--- config.mk ---
export PLATFORM = sky130hd
export DESIGN_NAME = if_stage_flat
export DESIGN_NICKNAME = d
export VERILOG_FILES = /design/src/rtl/if_stage_if.sv /design/src/rtl/if_stage.sv /design/src/flat_wrapper.sv
export SDC_FILE = /design/constraint.sdc
export NUM_CORES = 1
export LEC_CHECK = 0
export ABC_AREA = 1
export CAP_MARGIN = 20
export CORE_UTILIZATION = 37
export CTS_CLUSTER_DIAMETER = 150
export CTS_CLUSTER_SIZE = 40
export DETAILED_ROUTE_END_ITERATION = 8
export GPL_ROUTABILITY_DRIVEN = 0
export GPL_TIMING_DRIVEN = 0
export PLACE_DENSITY_LB_ADDON = 0.3
export SLEW_MARGIN = 20
export SYNTH_ARGS = -nofsm -noshare
export SYNTH_HDL_FRONTEND = slang
export SYNTH_SLANG_ARGS = --single-unit
export TNS_END_PERCENT = 30
--- constraint.sdc ---
create_clock -name clk -period 11.29 [get_ports clk]
set_clock_uncertainty 0.1 [all_clocks]
set_input_delay 3.387 -clock clk [delete_from_list [all_inputs] [get_ports clk]]
set_output_delay 3.387 -clock clk [all_outputs]
set_load 0.005 [all_outputs]
--- src/rtl/if_stage_if.sv ---
// Instruction-memory request/response bus between the fetch stage and imem.
interface if_stage_if;
  logic        imem_req_valid;
  logic        imem_req_ready;
  logic [31:0] imem_addr;
  logic        imem_rsp_valid;
  logic [31:0] imem_rsp_data;

  modport master (
    output imem_req_valid,
    output imem_addr,
    input  imem_req_ready,
    input  imem_rsp_valid,
    input  imem_rsp_data
  );

  modport slave (
    input  imem_req_valid,
    input  imem_addr,
    output imem_req_ready,
    output imem_rsp_valid,
    output imem_rsp_data
  );
endinterface

--- src/rtl/if_stage.sv ---
// Instruction fetch stage: single-outstanding imem request, one-entry hold
// buffer for responses that arrive while decode is stalled, and IF/ID register.
module if_stage #(
  parameter logic [31:0] RESET_PC  = 32'h0000_0000,
  parameter logic [31:0] NOP_INSTR = 32'h0000_0013
) (
  input  logic        clk,
  input  logic        rst,
  input  logic        stall,
  input  logic        redirect_valid,
  input  logic [31:0] redirect_pc,
  if_stage_if.master  imem,
  output logic        id_valid,
  output logic [31:0] id_pc,
  output logic [31:0] id_instr,
  output logic [6:0]  id_op,
  output logic [2:0]  id_funct3,
  output logic [6:0]  id_funct7,
  output logic [31:0] fetch_cnt
);

  typedef enum logic [1:0] {
    S_REQ  = 2'd0,
    S_WAIT = 2'd1,
    S_HOLD = 2'd2,
    S_DROP = 2'd3
  } state_t;

  state_t      r_state;
  state_t      w_state_nxt;
  logic [31:0] r_pc;
  logic [31:0] w_pc_nxt;
  logic [31:0] r_hold;
  logic        r_id_valid;
  logic [31:0] r_id_pc;
  logic [31:0] r_id_instr;
  logic [31:0] r_fetch_cnt;

  logic        w_load;
  logic [31:0] w_load_data;
  logic        w_capture;
  logic [31:0] w_redir_pc;
  logic [31:0] w_pc_inc;
  logic        w_accept;

  assign w_redir_pc = redirect_pc & ~32'd3;
  assign w_pc_inc   = r_pc + 32'd4;
  assign w_accept   = (r_state == S_REQ) && imem.imem_req_ready;

  assign imem.imem_req_valid = (r_state == S_REQ);
  assign imem.imem_addr      = r_pc;

  assign id_valid  = r_id_valid;
  assign id_pc     = r_id_pc;
  assign id_instr  = r_id_instr;
  assign id_op     = r_id_instr[6:0];
  assign id_funct3 = r_id_instr[14:12];
  assign id_funct7 = r_id_instr[31:25];
  assign fetch_cnt = r_fetch_cnt;

  // Fetch FSM state register
  always_ff @(posedge clk or posedge rst) begin
    if (rst) r_state <= S_REQ;
    else     r_state <= w_state_nxt;
  end

  // Next state, next pc, and whether IF/ID loads or the hold buffer captures
  always_comb begin
    w_state_nxt = r_state;
    w_pc_nxt    = r_pc;
    w_load      = 1'b0;
    w_load_data = imem.imem_rsp_data;
    w_capture   = 1'b0;
    unique case (r_state)
      S_REQ: begin
        if (redirect_valid) begin
          w_pc_nxt    = w_redir_pc;
          w_state_nxt = w_accept ? S_DROP : S_REQ;
        end else if (w_accept) begin
          w_state_nxt = S_WAIT;
        end
      end
      S_WAIT: begin
        if (redirect_valid) begin
          w_pc_nxt    = w_redir_pc;
          w_state_nxt = imem.imem_rsp_valid ? S_REQ : S_DROP;
        end else if (imem.imem_rsp_valid) begin
          if (!r_id_valid || !stall) begin
            w_load      = 1'b1;
            w_pc_nxt    = w_pc_inc;
            w_state_nxt = S_REQ;
          end else begin
            w_capture   = 1'b1;
            w_state_nxt = S_HOLD;
          end
        end
      end
      S_HOLD: begin
        if (redirect_valid) begin
          w_pc_nxt    = w_redir_pc;
          w_state_nxt = S_REQ;
        end else if (!stall) begin
          w_load      = 1'b1;
          w_load_data = r_hold;
          w_pc_nxt    = w_pc_inc;
          w_state_nxt = S_REQ;
        end
      end
      S_DROP: begin
        // A redirect here still has the stale response in flight unless it
        // arrives this same cycle, so only leave DROP once it has been seen.
        if (redirect_valid) w_pc_nxt = w_redir_pc;
        if (imem.imem_rsp_valid) w_state_nxt = S_REQ;
      end
      default: w_state_nxt = S_REQ;
    endcase
  end

  // Program counter and hold buffer
  always_ff @(posedge clk or posedge rst) begin
    if (rst) begin
      r_pc   <= RESET_PC;
      r_hold <= '0;
    end else begin
      r_pc <= w_pc_nxt;
      if (w_capture) r_hold <= imem.imem_rsp_data;
    end
  end

  // IF/ID register: redirect flushes, stall holds a live slot, else load or bubble
  always_ff @(posedge clk or posedge rst) begin
    if (rst) begin
      r_id_valid  <= 1'b0;
      r_id_pc     <= '0;
      r_id_instr  <= NOP_INSTR;
      r_fetch_cnt <= '0;
    end else if (redirect_valid) begin
      r_id_valid <= 1'b0;
      r_id_instr <= NOP_INSTR;
    end else if (stall && r_id_valid) begin
      r_id_valid <= r_id_valid;
    end else if (w_load) begin
      r_id_valid  <= 1'b1;
      r_id_pc     <= r_pc;
      r_id_instr  <= w_load_data;
      r_fetch_cnt <= r_fetch_cnt + 32'd1;
    end else begin
      r_id_valid <= 1'b0;
      r_id_instr <= NOP_INSTR;
    end
  end

endmodule

--- src/flat_wrapper.sv ---
// flat-port wrapper written by rule: the top's interface ports become plain ports
module if_stage_flat 
#(
  parameter logic [31:0] RESET_PC  = 32'h0000_0000,
  parameter logic [31:0] NOP_INSTR = 32'h0000_0013
)
  (clk, rst, stall, redirect_valid, redirect_pc, id_valid, id_pc, id_instr, id_op, id_funct3, id_funct7, fetch_cnt, imem_imem_req_valid, imem_imem_addr, imem_imem_req_ready, imem_imem_rsp_valid, imem_imem_rsp_data);
  if_stage_if imem_i ();
  input  logic clk;
  input  logic rst;
  input  logic stall;
  input  logic redirect_valid;
  input  logic [31:0] redirect_pc;
  output logic id_valid;
  output logic [31:0] id_pc;
  output logic [31:0] id_instr;
  output logic [6:0] id_op;
  output logic [2:0] id_funct3;
  output logic [6:0] id_funct7;
  output logic [31:0] fetch_cnt;
  output wire logic [$bits(imem_i.imem_req_valid)-1:0] imem_imem_req_valid;
  output wire logic [$bits(imem_i.imem_addr)-1:0] imem_imem_addr;
  input wire logic [$bits(imem_i.imem_req_ready)-1:0] imem_imem_req_ready;
  input wire logic [$bits(imem_i.imem_rsp_valid)-1:0] imem_imem_rsp_valid;
  input wire logic [$bits(imem_i.imem_rsp_data)-1:0] imem_imem_rsp_data;
  assign imem_imem_req_valid = imem_i.imem_req_valid;
  assign imem_imem_addr = imem_i.imem_addr;
  assign imem_i.imem_req_ready = imem_imem_req_ready;
  assign imem_i.imem_rsp_valid = imem_imem_rsp_valid;
  assign imem_i.imem_rsp_data = imem_imem_rsp_data;
  if_stage #(.RESET_PC(RESET_PC), .NOP_INSTR(NOP_INSTR)) u_core (.clk(clk), .rst(rst), .stall(stall), .redirect_valid(redirect_valid), .redirect_pc(redirect_pc), .imem(imem_i), .id_valid(id_valid), .id_pc(id_pc), .id_instr(id_instr), .id_op(id_op), .id_funct3(id_funct3), .id_funct7(id_funct7), .fetch_cnt(fetch_cnt));
endmodule
==> metrics.txt <==
status=finished with violations; failing checks=design-rule violations; max_cap viols=0; # IOs=217; delay-heaviest family, CP=buffers and inverters; Root Driver=clkbuf_16; flops & latches, synth=159; CP cell instances=inv_1 > ha_1 > clkdlybuf4s50_1; Post-DP Area=10800 um^2; first-pass GRT wire length=40800 um; count of cell types in the netlist=37; crit end category=primary output; Buffers on Ports=210; layout cells sized above 1=7.64%; PwrDens=219 nW/um^2; Pleak=5.28 nW; final wirelength=25200 um; Post-Synthesis Cells=1076; final instance area=between 10000 and 15000 um^2; crit-path max FO=4; endpoints failing hold=0; largest net degree at the start of global routing=82; antenna viol nets, final=0; Synth async-reset ratio=100%; die area=23100 um^2; CTS Buf Count=17; CTS Buffer Depth=2; Ant. Diodes=0; Cell Area, Synth=8320 um^2; CTS tree=built; synthesis warning total=0; Critical Path AT=1.73 ns; initial detailed-routing violation count=636; RSZ-0062 raised after global routing=no; ratio of final minimum period to clock period=46.2%; postcts setup bufs=0; hold buffers post-CTS=0; CTS Sinks=159; detailed placement HPWL=~19000 um; Vias/cell=around 5.0; worst setup path class=flip-flop to primary output; # DRC=38; Worst-Skew Late Latency=0.43 ns; Vias=8042; final hold slack=0.382 ns; WP buf/inv=2; worst vdd ir=0.100 mV; Die Span Y=152 um; CTS clock-pin slew for the worst setup and hold paths=0.06 ns; number of synthesized flops with an enable pin=0; max frequency=0.192 GHz; synth-to-layout area growth=37.0%; FP Rows=54; Worst slew margin=59.9%; nets@finish=1386; Avg Synthesized Cell Area=slightly below 8 um^2; max-slew violations=0; Crit path required time=~7.8 ns; Seq/Total Area, Yosys=47.9%; most common cell after layout, fill and taps aside=nand2_1; Slew @ Worst Pin=about 0.6 ns; most frequent cells in the layout=nand2_1 (307), clkdlybuf4s50_1 (210), nor2_1 (164), dfrtp_1 (156), inv_1 (94); Initial Util=a little under two fifths; GR Overflow Total=0; Final setup viols=0; average routed wire per standard cell=15.7 um; Fin Setup TNS=0 ns; minimum clock period=5.22 ns; CP max-delay cell=clkdlybuf4s50_1; TritonRoute pass-1 iters=8; Core ar.=approximately 22000 um^2; Primary FF master, synth=dfrtp_1; H-tree levels=4; slowest stage delay, CP=0.53 ns; vias in the first global route=7669; crit start category=flip-flop; worst min path class=flip-flop to flip-flop; post-CTS resize count=0; Die Span X=152 um; GRT Total Usage=22.2%; initial antenna violation count=0
==> final timing paths <==
kind / start / endpoint / slack, ns / cells after the start
worst max-delay path: u_core.r_state[1]$_DFFE_PP0P_ / imem_imem_req_valid / 6.07 / 3
worst min-delay path: u_core.r_hold[31]$_DFFE_PP0P_ / u_core.r_hold[31]$_DFFE_PP0P_ / 0.38 / 2
worst max register to register: u_core.r_state[0]$_DFFE_PP0P_ / u_core.imem.imem_addr[12]$_DFFE_PP0P_ / 9.12 / 9
worst min register to register: u_core.r_hold[31]$_DFFE_PP0P_ / u_core.r_hold[31]$_DFFE_PP0P_ / 0.38 / 2
max in group asynchronous: rst / u_core.id_pc[14]$_DFFE_PP0P_ / 6.98 / 3
min in group asynchronous: rst / u_core.fetch_cnt[10]$_DFFE_PP0P_ / 3.32 / 2
==> worst reg2reg max path, delay by kind of cell (launching register included) <==
kind	cells	cell delay, ns
flip-flops	1	0.38
buffers and inverters	3	0.71
AND/OR/NAND/NOR	4	0.50
AO/OA/AOI/OAI	1	0.09
adder cells (fa/ha/maj)	1	0.35
==> flip-flops by register name (all words and copies together) (netlist names) <==
| name | flops |
|---|---|
| u_core.fetch_cnt | 32 |
| u_core.id_instr | 32 |
| u_core.id_pc | 30 |
| u_core.id_valid | 1 |
| u_core.imem.imem_addr | 30 |
| u_core.r_hold | 32 |
| u_core.r_state | 2 |
==> cells in the mapped netlist (3+ instances only) <==
library cell / instances / share of area [%]
nor2_1: 164 / 7.4
xnor2_1: 18 / 1.9
inv_2: 3 / 0.14
dfstp_2: 3 / 0.95
inv_1: 95 / 4.3
mux2_2: 3 / 0.41
dfrtp_1: 156 / 47
nand3b_1: 4 / 0.36
o21ai_1: 8 / 0.48
nand4_1: 9 / 0.68
nand3_1: 51 / 3.1
buf_4: 23 / 2.1
xor2_1: 8 / 0.84
a22oi_1: 3 / 0.27
nand2_1: 307 / 14
a32o_1: 28 / 3.4
o22ai_1: 3 / 0.23
buf_2: 17 / 1.0
o21ai_0: 84 / 5.1
a21oi_1: 33 / 2.0
a31oi_1: 5 / 0.38
ha_1: 7 / 1.1
clkbuf_1: 22 / 0.99
==> through the flow <==
step	util, %	worst slack [ns]	cells	power [mW]
after floorplan	-	3.52	1079	1.42
after global placement	49.1	1.16	1569	1.91
after detailed placement	49.3	5.86	1570	1.93
after CTS	51.9	6.06	1602	2.51
after global routing	51.9	6.00	1602	2.67
final	51.9	6.07	1602	2.50
==> routing by layer <==
| metal | share of wire (%) | wire length, um | vias to the layer above | GRT usage (%) |
|---|---|---|---|---|
| met5 | 0 | 0 | - | 0 |
| met4 | 1.5 | 376 | 0 | 6.61 |
| met3 | 6.4 | 1630 | 39 | 4.51 |
| met2 | 47 | 12000 | 319 | 36.5 |
| met1 | 45 | 11200 | 3770 | 29.6 |
| li1 | - | - | 3914 | - |
==> cells by family (layout without fill, tap and decap cells) <==
kind of cell,after synthesis,in the layout,share of synthesized area (%)
xor gates and xnor gates,26,26,2.74
and+or+nand+nor,551,551,27.1
DFF,159,159,47.9
buffers and inverters,164,407,8.93
other,1,4,0.0451
AOI/OAI and AO/OA,165,165,11.8
muxes,3,3,0.406
adders and majority gates,7,7,1.05
==> final cells by class <==
cell class / count / area (um^2)
Fill cell: 2050 / 10600
Clock inverter: 15 / 153
Timing Repair Buffer: 211 / 2130
Inverter: 100 / 388
Multi-Input combinational cell: 756 / 3610
Buffer: 64 / 363
Tap cell: 280 / 350
Sequential cell: 159 / 3980
Clock buffer: 17 / 425
==> where the power goes <==
group / internal [mW] / leakage [nW] / switching, mW
logic: 0.470 / 3.05 / 0.557
clock network: 0.310 / 0.280 / 0.257
registers: 0.745 / 1.96 / 0.158
total: 1.53 / 5.28 / 0.972
No activity file was read; power rests on OpenSTA's default activity.
